--- config.mk ---
export PLATFORM = sky130hd
export DESIGN_NAME = uart_frame_assembler
export DESIGN_NICKNAME = d
export VERILOG_FILES = /design/src/rtl/uart_pkg.sv /design/src/rtl/uart_idle_timer.sv /design/src/rtl/uart_frame_assembler.sv
export SDC_FILE = /design/constraint.sdc
export NUM_CORES = 1
export LEC_CHECK = 0
export ABC_AREA = 1
export CORE_MARGIN = 5
export CORE_UTILIZATION = 39
export DETAILED_ROUTE_END_ITERATION = 16
export PLACE_DENSITY_LB_ADDON = 0.1
export SLEW_MARGIN = 20
export SYNTH_ARGS = -nofsm -noshare
export SYNTH_HDL_FRONTEND = slang
export SYNTH_SLANG_ARGS = --single-unit
--- constraint.sdc ---
create_clock -name CLK -period 9 [get_ports CLK]
set_clock_uncertainty 0.2 [all_clocks]
set_input_delay 1.35 -clock CLK [delete_from_list [all_inputs] [get_ports CLK]]
set_output_delay 1.35 -clock CLK [all_outputs]
set_load 0.05 [all_outputs]
--- src/rtl/uart_pkg.sv ---
// ---------------------------------------------------------------------------
// uart_pkg
//  Shared definitions for the UART receive/transmit blocks.
//  Contents: byte width and the frame assembler state encoding.
// ---------------------------------------------------------------------------
package uart_pkg;

    localparam int unsigned UART_BYTE_W = 8;

    typedef enum logic [1:0] {
        ST_IDLE    = 2'd0,
        ST_COLLECT = 2'd1,
        ST_HOLD    = 2'd2
    } state_t;

endpackage

--- src/rtl/uart_idle_timer.sv ---
// ---------------------------------------------------------------------------
// uart_idle_timer
//  Counts enabled cycles since the last clear.
//  'expired' flags the TIMEOUT_CYCLES-th consecutive idle cycle.
//  TIMEOUT_CYCLES = 0 disables the timer.
// Ports:
//  CLK      in   system clock
//  RST      in   asynchronous active-high reset
//  clear    in   restart the count (activity seen this cycle)
//  enable   in   count this cycle; held at 0 while low
//  expired  out  this idle cycle is the last one allowed
// ---------------------------------------------------------------------------
module uart_idle_timer #(
    parameter int unsigned TIMEOUT_CYCLES = 50000
) (
    input  logic CLK,
    input  logic RST,
    input  logic clear,
    input  logic enable,
    output logic expired
);

    localparam int unsigned TMR_W    = (TIMEOUT_CYCLES == 0) ? 1 : $clog2(TIMEOUT_CYCLES + 1);
    localparam int unsigned TMR_LAST = (TIMEOUT_CYCLES == 0) ? 0 : TIMEOUT_CYCLES - 1;
    localparam bit          TMR_ON   = (TIMEOUT_CYCLES != 0);

    logic [TMR_W-1:0] r_tmr;

    // Saturating idle counter; the value k means k idle cycles have elapsed.
    always_ff @(posedge CLK or posedge RST) begin
        if (RST) begin
            r_tmr <= '0;
        end else if (clear || !enable) begin
            r_tmr <= '0;
        end else if (r_tmr != TMR_W'(TMR_LAST)) begin
            r_tmr <= r_tmr + TMR_W'(1);
        end
    end

    assign expired = TMR_ON && enable && !clear && (r_tmr == TMR_W'(TMR_LAST));

endmodule

--- src/rtl/uart_frame_assembler.sv ---
// ---------------------------------------------------------------------------
// uart_frame_assembler
//  Collects received UART bytes into one NUM_BYTES-wide frame word and
//  offers it on a valid/ready handshake. Partial frames are discarded
//  after an inter-byte idle timeout.
// Ports:
//  CLK, RST      clock, asynchronous active-high reset
//  BYTE_VALID    one-cycle strobe, BYTE_DATA valid
//  BYTE_DATA     received byte
//  FRAME_DATA    assembled frame, stable while FRAME_VALID
//  FRAME_VALID   frame available
//  FRAME_READY   consumer accepts frame (transfer = VALID & READY)
//  BYTE_COUNT    bytes held in the current partial frame
//  OVERFLOW      pulse: byte dropped while a frame was held
//  TIMEOUT_ERR   pulse: partial frame discarded on timeout
// ---------------------------------------------------------------------------
module uart_frame_assembler
    import uart_pkg::*;
#(
    parameter int unsigned NUM_BYTES      = 8,
    parameter bit          LSB_FIRST      = 1'b1,
    parameter int unsigned TIMEOUT_CYCLES = 50000,
    localparam int unsigned CNT_W         = $clog2(NUM_BYTES + 1),
    localparam int unsigned FRAME_W       = UART_BYTE_W * NUM_BYTES
) (
    input  logic                   CLK,
    input  logic                   RST,
    input  logic                   BYTE_VALID,
    input  logic [UART_BYTE_W-1:0] BYTE_DATA,
    output logic [FRAME_W-1:0]     FRAME_DATA,
    output logic                   FRAME_VALID,
    input  logic                   FRAME_READY,
    output logic [CNT_W-1:0]       BYTE_COUNT,
    output logic                   OVERFLOW,
    output logic                   TIMEOUT_ERR
);

    state_t               r_state;
    state_t               w_state_nxt;
    logic [CNT_W-1:0]     r_count,   w_count_nxt;
    logic [FRAME_W-1:0]   r_asm,     w_asm_nxt;
    logic [FRAME_W-1:0]   r_frame,   w_frame_nxt;
    logic                 r_fvalid,  w_fvalid_nxt;
    logic                 r_ovf,     w_ovf_nxt;
    logic                 r_tout,    w_tout_nxt;

    logic                 w_store;
    logic [CNT_W-1:0]     w_idx;
    logic [CNT_W-1:0]     w_lane;
    logic [FRAME_W-1:0]   w_base;
    logic [FRAME_W-1:0]   w_asm_wr;
    logic                 w_tmr_clear;
    logic                 w_tmr_en;
    logic                 w_expired;

    // Idle timer only runs between bytes of a partial frame.
    assign w_tmr_en    = (r_state == ST_COLLECT);
    assign w_tmr_clear = BYTE_VALID || (r_state != ST_COLLECT);

    uart_idle_timer #(
        .TIMEOUT_CYCLES (TIMEOUT_CYCLES)
    ) u_idle_timer (
        .CLK     (CLK),
        .RST     (RST),
        .clear   (w_tmr_clear),
        .enable  (w_tmr_en),
        .expired (w_expired)
    );

    // State register.
    always_ff @(posedge CLK or posedge RST) begin
        if (RST) begin
            r_state <= ST_IDLE;
        end else begin
            r_state <= w_state_nxt;
        end
    end

    // Next-state, byte store decode and output next values.
    always_comb begin
        w_state_nxt  = r_state;
        w_count_nxt  = r_count;
        w_asm_nxt    = r_asm;
        w_frame_nxt  = r_frame;
        w_fvalid_nxt = r_fvalid;
        w_ovf_nxt    = 1'b0;
        w_tout_nxt   = 1'b0;
        w_store      = 1'b0;
        w_idx        = '0;
        w_base       = '0;
        w_asm_wr     = '0;
        w_lane       = '0;

        case (r_state)
            ST_IDLE: begin
                if (BYTE_VALID) begin
                    w_store = 1'b1;
                end
            end
            ST_COLLECT: begin
                if (BYTE_VALID) begin
                    w_store = 1'b1;
                    w_idx   = r_count;
                    w_base  = r_asm;
                end else if (w_expired) begin
                    w_state_nxt = ST_IDLE;
                    w_count_nxt = '0;
                    w_asm_nxt   = '0;
                    w_tout_nxt  = 1'b1;
                end
            end
            ST_HOLD: begin
                if (FRAME_READY) begin
                    w_fvalid_nxt = 1'b0;
                    w_state_nxt  = ST_IDLE;
                    // A byte arriving in the transfer cycle starts the next frame.
                    w_store      = BYTE_VALID;
                end else if (BYTE_VALID) begin
                    w_ovf_nxt = 1'b1;
                end
            end
            default: begin
                w_state_nxt = ST_IDLE;
            end
        endcase

        // Byte index k maps to lane k, or to the mirrored lane for MSB-first frames.
        w_lane   = LSB_FIRST ? w_idx : (CNT_W'(NUM_BYTES - 1) - w_idx);
        w_asm_wr = w_base;
        for (int unsigned i = 0; i < NUM_BYTES; i++) begin
            if (w_lane == CNT_W'(i)) begin
                w_asm_wr[i*UART_BYTE_W +: UART_BYTE_W] = BYTE_DATA;
            end
        end

        if (w_store) begin
            if (w_idx == CNT_W'(NUM_BYTES - 1)) begin
                w_frame_nxt  = w_asm_wr;
                w_fvalid_nxt = 1'b1;
                w_asm_nxt    = '0;
                w_count_nxt  = '0;
                w_state_nxt  = ST_HOLD;
            end else begin
                w_asm_nxt   = w_asm_wr;
                w_count_nxt = w_idx + CNT_W'(1);
                w_state_nxt = ST_COLLECT;
            end
        end
    end

    // Datapath and output registers.
    always_ff @(posedge CLK or posedge RST) begin
        if (RST) begin
            r_count  <= '0;
            r_asm    <= '0;
            r_frame  <= '0;
            r_fvalid <= 1'b0;
            r_ovf    <= 1'b0;
            r_tout   <= 1'b0;
        end else begin
            r_count  <= w_count_nxt;
            r_asm    <= w_asm_nxt;
            r_frame  <= w_frame_nxt;
            r_fvalid <= w_fvalid_nxt;
            r_ovf    <= w_ovf_nxt;
            r_tout   <= w_tout_nxt;
        end
    end

    assign FRAME_DATA  = r_frame;
    assign FRAME_VALID = r_fvalid;
    assign BYTE_COUNT  = r_count;
    assign OVERFLOW    = r_ovf;
    assign TIMEOUT_ERR = r_tout;

endmodule

==> qor.txt <==
Status = finished, final reports clean
Detailed-route DRC error count = 0
Core area = 0.0186 mm^2
Cell Area, Synth = 0.00738 mm^2
Initial antenna violation count = 0
Crit-path max FO = 98
# resized after CTS = 0
Mean post-synth cell area = 7.20 um^2
R2r startpoint = r_state[1]
Setup bufs post-CTS = 0
RSZ-0062 raised after global routing = no
Count of max-cap constraint violations = 0
Reg2Reg Capture Point = r_asm[30]
Worst setup SP type = input pin
Vias in the first global route = 6684
Max Root-Sink Buffers = 2
Synth Area in Simple Gates = 0.424
H-Tree Depth = 4
Synth area leader = dfrtp_1
Worst-margin pin slew = 0.994 ns
Layout cell share with drive strength beyond 1 = 0.0491
Pin count of the biggest net entering global routing = 99
Maximum vdd drop = 0.129 mV
Grt ovf = 0
Die ar. = 0.0218 mm^2
Final Util = 0.478
Placed cell area = 0.00826 mm^2
Fin cells = 1314
Hold path start = FRAME_DATA[13]
TritonRoute pass-1 iters = 5
Rel. slew slack = 0.337
Area growth, synth to finish = 20.8%
Largest family of logic cells by synthesized area = simple AND/OR/NAND/NOR gates
Clock root cell = clkbuf_16
Post-Route WL = 20300 um
Setup TNS = 0 ns
Synth warnings = 0
CTS tree = built
Row count = 50
Post-synthesis compound-gate area fraction = 0.0119
Setup-failing EPs final = 0
Post-synth top area share = 0.492
Top post-synthesis cells by area = dfrtp_1 49%, nand2_1 25%, nand3_1 6.9%
Post-Synthesis Cells = 1025
Max Clock Freq = 220 MHz
Flop2flop setup slack = 5.70 ns
Gr usage total = 0.195
Final worst slack = 4.45 ns
DR WL/cell = 15.4 um
Filler cells = 1860
Leak Pwr = 0.00464 uW
CTS buffer count = 17
Commonest non-fill, non-tap cell in the layout = nand2_1
Critical Path RT = 9.11 ns
Global-route wire length before repair = 34400 um
DR vias = 6640
Boundary pin count = 83
Post-synthesis sequential area ratio = 0.492
Die Ht = 148 um
Post-DRT Antenna Nets = 0
Clock Sinks = 145
Synth unique cells = 25
Post-synthesis xor/xnor area fraction = 0.00356
Power Dens Cells = 177 mW/mm^2
Placement Setup Slack = 4.03 ns
Via density = 5.05
FF-to-FF path depth = 12
Endpoint, Worst Hold = FRAME_DATA[13]
CTS clk-pin slew, worst paths = 0.06 ns
Hpwl dp = 12200 um
Nets = 1085
Syn_nets = 1042
Most frequent cells in the layout = 495 x nand2_1, 145 x dfrtp_1, 101 x nand3_1
HP Class = reg -> reg
Crit share post-route = 0.506
Input/output buffers = 82
CP endpoint kind = flip-flop
Worst skew pair latency = 0.43 ns
Die Wd = 148 um
Inst Count DP = 1283
Max Slew Vio Count = 0
Min cycle time layout = 4.55 ns
Flops & latches, synth = 145
CP arrival = 4.66 ns
Final Hold Viols = 0
Adder-Cell Fraction of Synth Area = 0.00848
Post-synthesis mux area share = 0
Kind of critical path = in -> reg
ANT cells = 0
Hold Crit Depth = 2
Initial core utilization = 0.396
Hold_buf cts = 0
DRT iter0 DRCs = 537
Post-route cell area = 0.00891 mm^2
RePlAce Congestion = 0.817
[cell usage after synthesis]
library cell	instances
nand2_1	495
dfrtp_1	145
nand3_1	102
nor2_1	91
nand4_1	54
clkbuf_1	32
inv_1	30
buf_2	27
o21ai_0	11
ha_1	5
inv_2	5
buf_1	4
nor3_1	4
buf_6	3
xor2_1	3
a21oi_1	2
nand2_2	2
nor2_4	2
or2_2	2
a22oi_1	1
buf_4	1
nor3b_1	1
o21bai_1	1
o31ai_1	1
or2_0	1
[stage by stage]
stage	hold slack (ns)	total power, uW
global placement	0.267	803
global route	0.299	1640
finish	0.278	1580
CTS	0.282	1590
detailed placement	0.265	804
floorplan	0.255	764
[worst max-delay path, cell delays in order]
cell and delay, ns:
buf_2 0.07, buf_4 0.53, inv_1 0.18, nor2_1 0.52, nand2_1 0.20, inv_1 0.12
ha_1 0.43, nand2_4 0.08, buf_4 0.42, nand2_1 0.22, inv_2 0.27, nand2_1 0.16
nand2_1 0.05
[state kept, by name, summed over array words and instances, names as in the netlist]
signal,cells
r_asm,56
BYTE_COUNT,4
u_idle_timer.r_tmr,16
OVERFLOW,1
FRAME_DATA,64
TIMEOUT_ERR,1
r_state,2
FRAME_VALID,1
[logic make-up after synthesis]
kind of cell | after synthesis
AND/OR/NAND/NOR | 754
buffers and inverters | 102
flip-flops | 145
adder cells (fa/ha/maj) | 5
AO/OA/AOI/OAI | 16
XOR/XNOR | 3
[final cells by class]
cell class,count,area [um^2],share of cell area
Multi-Input combinational cell,778,3320,0.372
Sequential cell,145,3630,0.407
Tap cell,234,293,0.0329
Timing Repair Buffer,91,883,0.0992
Inverter,35,136,0.0153
Clock buffer,21,470,0.0528
Clock inverter,10,181,0.0204
[routing by layer]
layer  track usage  part of all wire
met1         0.266              0.48
met2         0.316              0.45
met3        0.0371             0.047
met4        0.0592             0.017
met5             0                 0
[power breakdown]
part           internal (uW)  leakage (uW)  total [uW]  switching (uW)
Clock                    511      0.000319         786             275
Sequential               667       0.00200         678            11.1
Combinational           28.8       0.00232         113            84.6
[how the worst max path moves through the flow]
stage | from | slack (ns) | endpoint | cells past startpoint
2_1_floorplan | RST | 3.56 | BYTE_COUNT[0] | 1
3_3_place_gp | BYTE_VALID | 4.18 | r_asm[14] | 13
3_5_place_dp | BYTE_VALID | 4.03 | r_asm[17] | 13
4_1_cts | BYTE_VALID | 4.48 | r_asm[12] | 13
5_1_grt | BYTE_VALID | 4.12 | r_asm[12] | 13
6_report | BYTE_VALID | 4.45 | r_asm[30] | 13
Power figures use the tool's default switching activity.
